==> src/rtl/nibble_serial_adder_pkg.sv <==
// rtl/nibble_serial_adder_pkg.sv - shared types and constants for the nibble-serial adder
//   NIBBLE_W : width of one adder slice
//   state_t  : sequencer states (IDLE accept, RUN one nibble per clock, DONE present result)
package nibble_serial_adder_pkg;

  localparam int NIBBLE_W = 4;

  typedef enum logic [1:0] {
    IDLE = 2'd0,
    RUN  = 2'd1,
    DONE = 2'd2
  } state_t;

endpackage

==> src/rtl/Ripple_Carry_Adder.sv <==
// rtl/Ripple_Carry_Adder.sv - 4-bit ripple-carry adder slice
//   A, B : 4-bit addends
//   Cin  : carry into bit 0
//   Sum  : 4-bit sum
//   Cout : carry out of bit 3
module Ripple_Carry_Adder (
  input  logic [3:0] A,
  input  logic [3:0] B,
  input  logic       Cin,
  output logic [3:0] Sum,
  output logic       Cout
);

  logic [4:0] c;

  assign c[0] = Cin;

  for (genvar i = 0; i < 4; i++) begin : g_bit
    assign Sum[i]   = A[i] ^ B[i] ^ c[i];
    assign c[i + 1] = (A[i] & B[i]) | (c[i] & (A[i] ^ B[i]));
  end

  assign Cout = c[4];

endmodule

==> src/rtl/nibble_serial_adder.sv <==
// rtl/nibble_serial_adder.sv - wide adder built from one 4-bit slice, one nibble per clock
//   clk, rst_n          : clock (rising edge) and asynchronous active-low reset
//   in_valid / in_ready : request handshake; a, b, cin sampled on accept
//   a, b, cin           : operands (W = 4*NIBBLES bits) and carry-in
//   out_valid/out_ready : result handshake
//   sum, cout           : (a+b+cin) mod 2^W and carry out of the top nibble
//   ovf                 : signed overflow, only computed when OVERFLOW_FLAG_EN is defined
module nibble_serial_adder
  import nibble_serial_adder_pkg::*;
#(
  parameter int NIBBLES = 4
) (
  input  logic                          clk,
  input  logic                          rst_n,
  input  logic                          in_valid,
  output logic                          in_ready,
  input  logic [NIBBLE_W*NIBBLES-1:0]   a,
  input  logic [NIBBLE_W*NIBBLES-1:0]   b,
  input  logic                          cin,
  output logic                          out_valid,
  input  logic                          out_ready,
  output logic [NIBBLE_W*NIBBLES-1:0]   sum,
  output logic                          cout,
  output logic                          ovf
);

  localparam int W  = NIBBLE_W * NIBBLES;
  localparam int CW = (NIBBLES > 1) ? $clog2(NIBBLES) : 1;
  localparam logic [CW-1:0] LAST = CW'(NIBBLES - 1);

  state_t              state, state_nxt;
  logic [W-1:0]        a_sh, b_sh;
  logic [W-1:0]        acc, acc_nxt;
  logic [W-1:0]        sum_r;
  logic [CW-1:0]       cnt;
  logic                carry, cout_r;
  logic [NIBBLE_W-1:0] sum_nib;
  logic                c_nib;
  logic                last_run;

  Ripple_Carry_Adder u_rca (
    .A    (a_sh[NIBBLE_W-1:0]),
    .B    (b_sh[NIBBLE_W-1:0]),
    .Cin  (carry),
    .Sum  (sum_nib),
    .Cout (c_nib)
  );

  // New nibble enters at the top; after NIBBLES shifts the LSB nibble has reached bit 0.
  assign acc_nxt  = W'({sum_nib, acc} >> NIBBLE_W);
  assign last_run = (state == RUN) && (cnt == LAST);

  always_ff @(posedge clk or negedge rst_n) begin
    if (!rst_n) begin
      state <= IDLE;
    end else begin
      state <= state_nxt;
    end
  end

  always_comb begin
    state_nxt = state;
    in_ready  = 1'b0;
    out_valid = 1'b0;
    case (state)
      IDLE: begin
        in_ready = 1'b1;
        if (in_valid) state_nxt = RUN;
      end
      RUN: begin
        if (cnt == LAST) state_nxt = DONE;
      end
      DONE: begin
        out_valid = 1'b1;
        if (out_ready) state_nxt = IDLE;
      end
      default: state_nxt = IDLE;
    endcase
  end

  always_ff @(posedge clk or negedge rst_n) begin
    if (!rst_n) begin
      a_sh   <= '0;
      b_sh   <= '0;
      acc    <= '0;
      cnt    <= '0;
      carry  <= 1'b0;
      sum_r  <= '0;
      cout_r <= 1'b0;
    end else begin
      case (state)
        IDLE: begin
          if (in_valid) begin
            a_sh  <= a;
            b_sh  <= b;
            carry <= cin;
            acc   <= '0;
            cnt   <= '0;
          end
        end
        RUN: begin
          a_sh  <= a_sh >> NIBBLE_W;
          b_sh  <= b_sh >> NIBBLE_W;
          acc   <= acc_nxt;
          carry <= c_nib;
          cnt   <= cnt + 1'b1;
          // Published result only changes on completion, so sum/cout hold between ops.
          if (cnt == LAST) begin
            sum_r  <= acc_nxt;
            cout_r <= c_nib;
          end
        end
        default: ;
      endcase
    end
  end

  assign sum  = sum_r;
  assign cout = cout_r;

`ifdef OVERFLOW_FLAG_EN
  logic ovf_r;

  // On the last RUN edge the low nibble of the shift regs is the operands' top nibble,
  // so bit NIBBLE_W-1 is each operand's sign bit.
  always_ff @(posedge clk or negedge rst_n) begin
    if (!rst_n) begin
      ovf_r <= 1'b0;
    end else if (last_run) begin
      ovf_r <= (a_sh[NIBBLE_W-1] == b_sh[NIBBLE_W-1]) &&
               (sum_nib[NIBBLE_W-1] != a_sh[NIBBLE_W-1]);
    end
  end

  assign ovf = ovf_r;
`else
  assign ovf = 1'b0;
`endif

endmodule
==> config.mk <==
export PLATFORM = sky130hd
export DESIGN_NAME = nibble_serial_adder
export DESIGN_NICKNAME = d
export VERILOG_FILES = /design/src/rtl/nibble_serial_adder_pkg.sv /design/src/rtl/Ripple_Carry_Adder.sv /design/src/rtl/nibble_serial_adder.sv
export SDC_FILE = /design/constraint.sdc
export NUM_CORES = 1
export LEC_CHECK = 0
export CAP_MARGIN = 20
export CELL_PAD_IN_SITES_DETAIL_PLACEMENT = 0
export CELL_PAD_IN_SITES_GLOBAL_PLACEMENT = 2
export CORE_ASPECT_RATIO = 1.4
export CORE_MARGIN = 3
export CORE_UTILIZATION = 34
export DETAILED_ROUTE_END_ITERATION = 10
export PLACE_DENSITY_LB_ADDON = 0.1
export SETUP_SLACK_MARGIN = 0.05
export SLEW_MARGIN = 20
export SYNTH_ARGS = -nofsm -noshare
export SYNTH_HDL_FRONTEND = slang
export SYNTH_HIERARCHICAL = 1
export SYNTH_SLANG_ARGS = --single-unit
export TNS_END_PERCENT = 10
==> constraint.sdc <==
create_clock -name clk -period 3 [get_ports clk]
set_input_delay 0.75 -clock clk [delete_from_list [all_inputs] [get_ports clk]]
set_output_delay 0.75 -clock clk [all_outputs]
set_load 0.01 [all_outputs]
# After elaboration in Yosys (flattened, before gate mapping)
# Cells that the tools add are included.
[op_classes]
addsub = 1
n_mul = 0
n_div = 0
magnitude_cmp = 0
eq_ne = 6
n_shift = 0
muxes = 16
bitwise_logic = 20
reduce_logical = 5
[ops]
columns = ["operator", "n"]
rows = [
  ["$pmux 16 s2", 3],
  ["$mux 16", 3],
  ["$and 1x1->1", 8],
  ["$mux 2", 4],
  ["$xor 1x1->1", 8],
  ["$pmux 2 s3", 1],
  ["$eq 2x2->1 const B", 2],
  ["$ne 2x2->1 const B", 2],
  ["$or 1x1->1", 4],
  ["$pmux 2 s2", 1],
  ["$reduce_and 2->1", 2],
  ["$mux 1", 3],
  ["$reduce_and 3->1", 1],
  ["$add 2x1->2 const B", 1],
  ["$eq 2x1->1 const B", 1],
  ["$logic_not 2->1", 1],
  ["$ne 2x1->1 const B", 1],
  ["$pmux 1 s2", 1],
  ["$reduce_bool 2->1", 1],
]
[totals]
ff_bits = 70
latch_bits = 0
ramBits = 0
rom_bits = 0
inputBits = 37
out_inout_bits = 20
n_memories = 0

# Longest topological paths before layout
# Gate-level depths: netlist (run 1).
[depth]
ltp_word = 10
mapped_depth = 10

# Cells and area by module
# The synthesis (run 1) kept the hierarchy.
[by_module_without_submodules]
columns = ["module", "instances", "cells_each", "area_per_inst_um2", "seq_area_each_um2"]
rows = [
  ["nibble_serial_adder", 1, 214, 2722.6, 1651.6],
  ["Ripple_Carry_Adder", 1, 14, 117.6, 0.0],
]

# Worst setup path before layout (run 1)
# No wires, ideal clock.
[synth_timing]
kind = "register to register"
from = "reg a_sh[0]"
to = "reg sum_r[15], in the netlist sum[15]"
setup_time_ns = 0.064
t_arrival_ns = 2.048
required_ns = 2.936
setup_slack_ns = 0.888
path_stages_with_launch = 10
path_cell_list = "dfrtp_1 fa_1 inv_1 fa_1 inv_1 fa_1 inv_1 fa_1 inv_1 mux2_2"
[synth_via]
elab_chain_len = 8
word_cells_on_any_way = 9
[synth_rtl]
columns = ["element", "line_no", "source"]
rows = [
  ["start: declaration", "nibble_serial_adder.sv:32", "logic [W-1:0] a_sh, b_sh;"],
  ["start signal: assignment", "nibble_serial_adder.sv:102", "a_sh <= a_sh >> NIBBLE_W;"],
  ["$xor 1x1->1", "Ripple_Carry_Adder.sv:20", "assign c[i + 1] = (A[i] & B[i]) | (c[i] & (A[i] ^ B[i]));"],
  ["$and 1x1->1", "Ripple_Carry_Adder.sv:20", ""],
  ["$or 1x1->1 (*)", "Ripple_Carry_Adder.sv:20", ""],
  ["$and 1x1->1 (*)", "Ripple_Carry_Adder.sv:20", ""],
  ["$or 1x1->1 (*)", "Ripple_Carry_Adder.sv:20", ""],
  ["$and 1x1->1 (*)", "Ripple_Carry_Adder.sv:20", ""],
  ["$or 1x1->1 (*)", "Ripple_Carry_Adder.sv:20", ""],
  ["$xor 1x1->1 (*)", "Ripple_Carry_Adder.sv:19", "assign Sum[i] = A[i] ^ B[i] ^ c[i];"],
  ["via sum_nib[3]", "nibble_serial_adder.sv:37", "logic [NIBBLE_W-1:0] sum_nib;"],
  ["end signal: assignment", "nibble_serial_adder.sv:109", "sum_r <= acc_nxt;"],
  ["end: declaration", "nibble_serial_adder.sv:34", "logic [W-1:0] sum_r;"],
]
# The timed path passes the listed nets; every way through them passes the cells marked *.
# A chain may end at the register's enable or synchronous reset.

# Worst setup path after layout (run 1)
[layout_timing]
from = "reg state[1]"
to = "out in_ready"
[layout_via]
elab_chain_len = 2
[layout_rtl]
columns = ["element", "line_no", "source"]
rows = [
  ["start: declaration", "nibble_serial_adder.sv:31", "state_t state, state_nxt;"],
  ["start signal: assignment", "nibble_serial_adder.sv:57", "state <= state_nxt;"],
  ["$logic_not 2->1", "nibble_serial_adder.sv:65", "case (state)"],
  ["$mux 1", "nibble_serial_adder.sv:65", ""],
  ["end: declaration", "nibble_serial_adder.sv:16", "output logic in_ready,"],
]
# Every way passes these cells.

==> results of run 1 <==
==> final timing paths <==
kind / start / endpoint / slack [ns]
worst min-delay path: rst_n / sum[4] / 0.42
worst max-delay path: state[1] / in_ready / 0.40
worst max register to register: a_sh[0] / sum[15] / 0.71
max in group asynchronous: rst_n / b_sh[11] / 2.29
worst min register to register: cnt[0] / cnt[0] / 0.49
min in group clk: cnt[0] / cnt[0] / 0.49
==> power breakdown <==
part           internal (mW)  switching [mW]  leakage [nW]
combinational          0.877           0.814         0.718
clock                  0.464           0.321         0.100
sequential              1.30           0.289         0.814
==> routing by layer <==
layer  vias up  part of all wire (%)
met4         0                   1.6
met1      1029                    46
met3         9                   3.8
met5         -                     0
met2        51                    49
li1        950                     -
==> worst max-delay path: stages (launching register included) <==
cell,delay (ns)
dfrtp_1,0.50
nor2_1,0.39
clkdlybuf4s50_1,0.62
==> flip-flops by register name (all words and copies together), names as in the netlist <==
register / count
cout: 1
a_sh: 16
cnt: 2
state: 2
carry: 1
b_sh: 16
sum: 16
acc: 12
==> Yosys cell counts, types with 3 or more instances <==
library cell | instances | area share (%)
clkbuf_1 | 3 | 0.40
o221a_2 | 3 | 1.2
a22o_1 | 20 | 6.2
mux2_2 | 8 | 3.2
buf_2 | 8 | 1.4
nor2_1 | 10 | 1.3
o22ai_1 | 36 | 7.9
inv_1 | 11 | 1.5
buf_4 | 4 | 1.1
dfrtp_1 | 66 | 58
nand3b_1 | 3 | 0.79
mux2_4 | 9 | 4.8
a21oi_1 | 23 | 4.1
nand2b_1 | 3 | 0.66
fa_1 | 4 | 2.8
==> cell usage in the layout (no fill, tap or decap), types with 4 or more instances in the layout <==
cell type,n
clkbuf_8,9
fa_1,4
dfrtp_1,66
a21oi_1,23
inv_1,11
a22o_1,20
o22ai_1,36
buf_4,5
mux2_2,8
mux2_4,9
nor2_1,10
clkdlybuf4s50_1,54
==> cells by family (layout without fill, tap and decap cells) <==
family,after synthesis,after routing,share of synthesized area [%]
AO/OA/AOI/OAI,88,88,21.0
adder cells (fa/ha/maj),5,5,3.26
buffers and inverters,29,88,4.98
flip-flops,66,66,58.1
multiplexers,17,17,7.93
other,1,1,0.132
AND/OR/NAND/NOR,22,22,4.54
==> cell type report <==
| class | count | area (µm²) | area share [%] |
|---|---|---|---|
| inverters | 12 | 45.0 | 1.23 |
| repair buffers | 61 | 603 | 16.4 |
| well taps | 100 | 125 | 3.41 |
| multi-input cells | 133 | 1050 | 28.5 |
| flip-flops and latches | 66 | 1650 | 45.0 |
| clock buffers | 12 | 135 | 3.68 |
| clock inverters | 3 | 65.1 | 1.77 |
==> per-stage QoR <==
step                      worst slack (ns)  hold WS [ns]
after floorplan                      0.888         0.452
after global routing                 0.358         0.434
after detailed placement             0.721         0.484
final                                0.399         0.417
after CTS                            0.407         0.428
after global placement               0.724         0.482
==> impl_metrics.json, run 1 <==
{
  "fin_cells": 387,
  "synth_fp_nets": 270,
  "finalCritPeriodShare_pct": 86.7,
  "post_drt_wl_per_cell_um": 17.6,
  "crit_fanout": 8,
  "port_buffers": 55,
  "start_util_pct": 35.8,
  "ys_seq_elements": 66,
  "gp_congestion": 0.724,
  "seq_area_frac_synth_pct": 58.1,
  "vias": 2039,
  "tns_ns": 0,
  "cp.arrival_ns": 1.85,
  "period_needed_ns": 2.60,
  "setup_violations": 0,
  "vdd_drop_max_v": 0.000394,
  "cts.sinks": 66,
  "die-width_um": 83.2,
  "yosys_warnings": 6,
  "core_um2": 7940,
  "grt_pass1_vias": 2186,
  "area_growth_pct": 29.3,
  "grt_util_all_layers_pct": 15.3,
  "postSynth.asyncResetShare_pct": 100,
  "post_cts_buffers": 0,
  "die_area_um2": 9500,
  "clk_pin_slew_ns": 0.07,
  "cts_buffer_depth": 2,
  "r2r_cells": 9,
  "cts_resized": 0,
  "vias_per_cell": 5.27,
  "max-slew-margin-rel_pct": 46.1,
  "synth_flop_cell": "dfrtp_1",
  "dpl_cell_area_um2": 3470,
  "tritoncts": "yes",
  "grt_use_met2_pct": 24.6,
  "synth.avg_cell_area_um2": 12.5,
  "maxCapViolations": 0,
  "synth_area_um2": 2840,
  "drc": 0,
  "synth_cell_type_count": 32,
  "antennaDiodeCount": 0,
  "row_count": 38,
  "stdcell_area_um2": 3670,
  "met1_usage_pct": 20.2,
  "dp_hpwl_um": 4560,
  "slew_viol_final": 0,
  "fillers": 734,
  "cp-end-kind": "output port",
  "dpl.cell_count": 372,
  "power_density_nw_per_um2": 1110,
  "crit_path_start_kind": "flop",
  "postLayoutCoreUtil_pct": 46.2,
  "critPathKind": "reg -> out",
  "grt_start_max_net_pins": 67,
  "root_buffer": "clkbuf_8",
  "drive_gt1_share_pct": 16.0,
  "ctsHoldBuffers": 0,
  "drtIter0Drc": 47,
  "die_h_um": 114,
  "p_leak_nw": 1.63,
  "fin_nets": 325,
  "hold_path_class": "in -> async",
  "tightest_slew_ns": 0.807,
  "ant_nets": 0,
  "final-hold-violation-count": 0,
  "status": "completed",
  "power_mw": 4.07,
  "cts-htree-levels": 3,
  "gr-total-overflow": 0,
  "grt_pass1_wl_um": 11500,
  "clock_skew_ns": 0.00947,
  "synth_cells": 228,
  "boundaryPins": 57,
  "gr-usage-met3_pct": 2.95,
  "cp.required_ns": 2.25,
  "synth-edff-count": 0,
  "top_usage_layer": "met2",
  "clock_latency_ns": 0.34,
  "antenna_found_initial": 0,
  "wirelength_um": 6790,
  "cts_buffers": 9,
  "drtPass1Iterations": 4,
  "fmax_mhz": 384,
  "rsz0062_at_grt": "no"
}
(Power assumes the default switching activity.)
==> run 2, diff against run 1 <==
CAP_MARGIN = default   (was 20)
==> results of run 2 <==
Same layout as run 1: the final DEF is identical, and so are final timing and power.
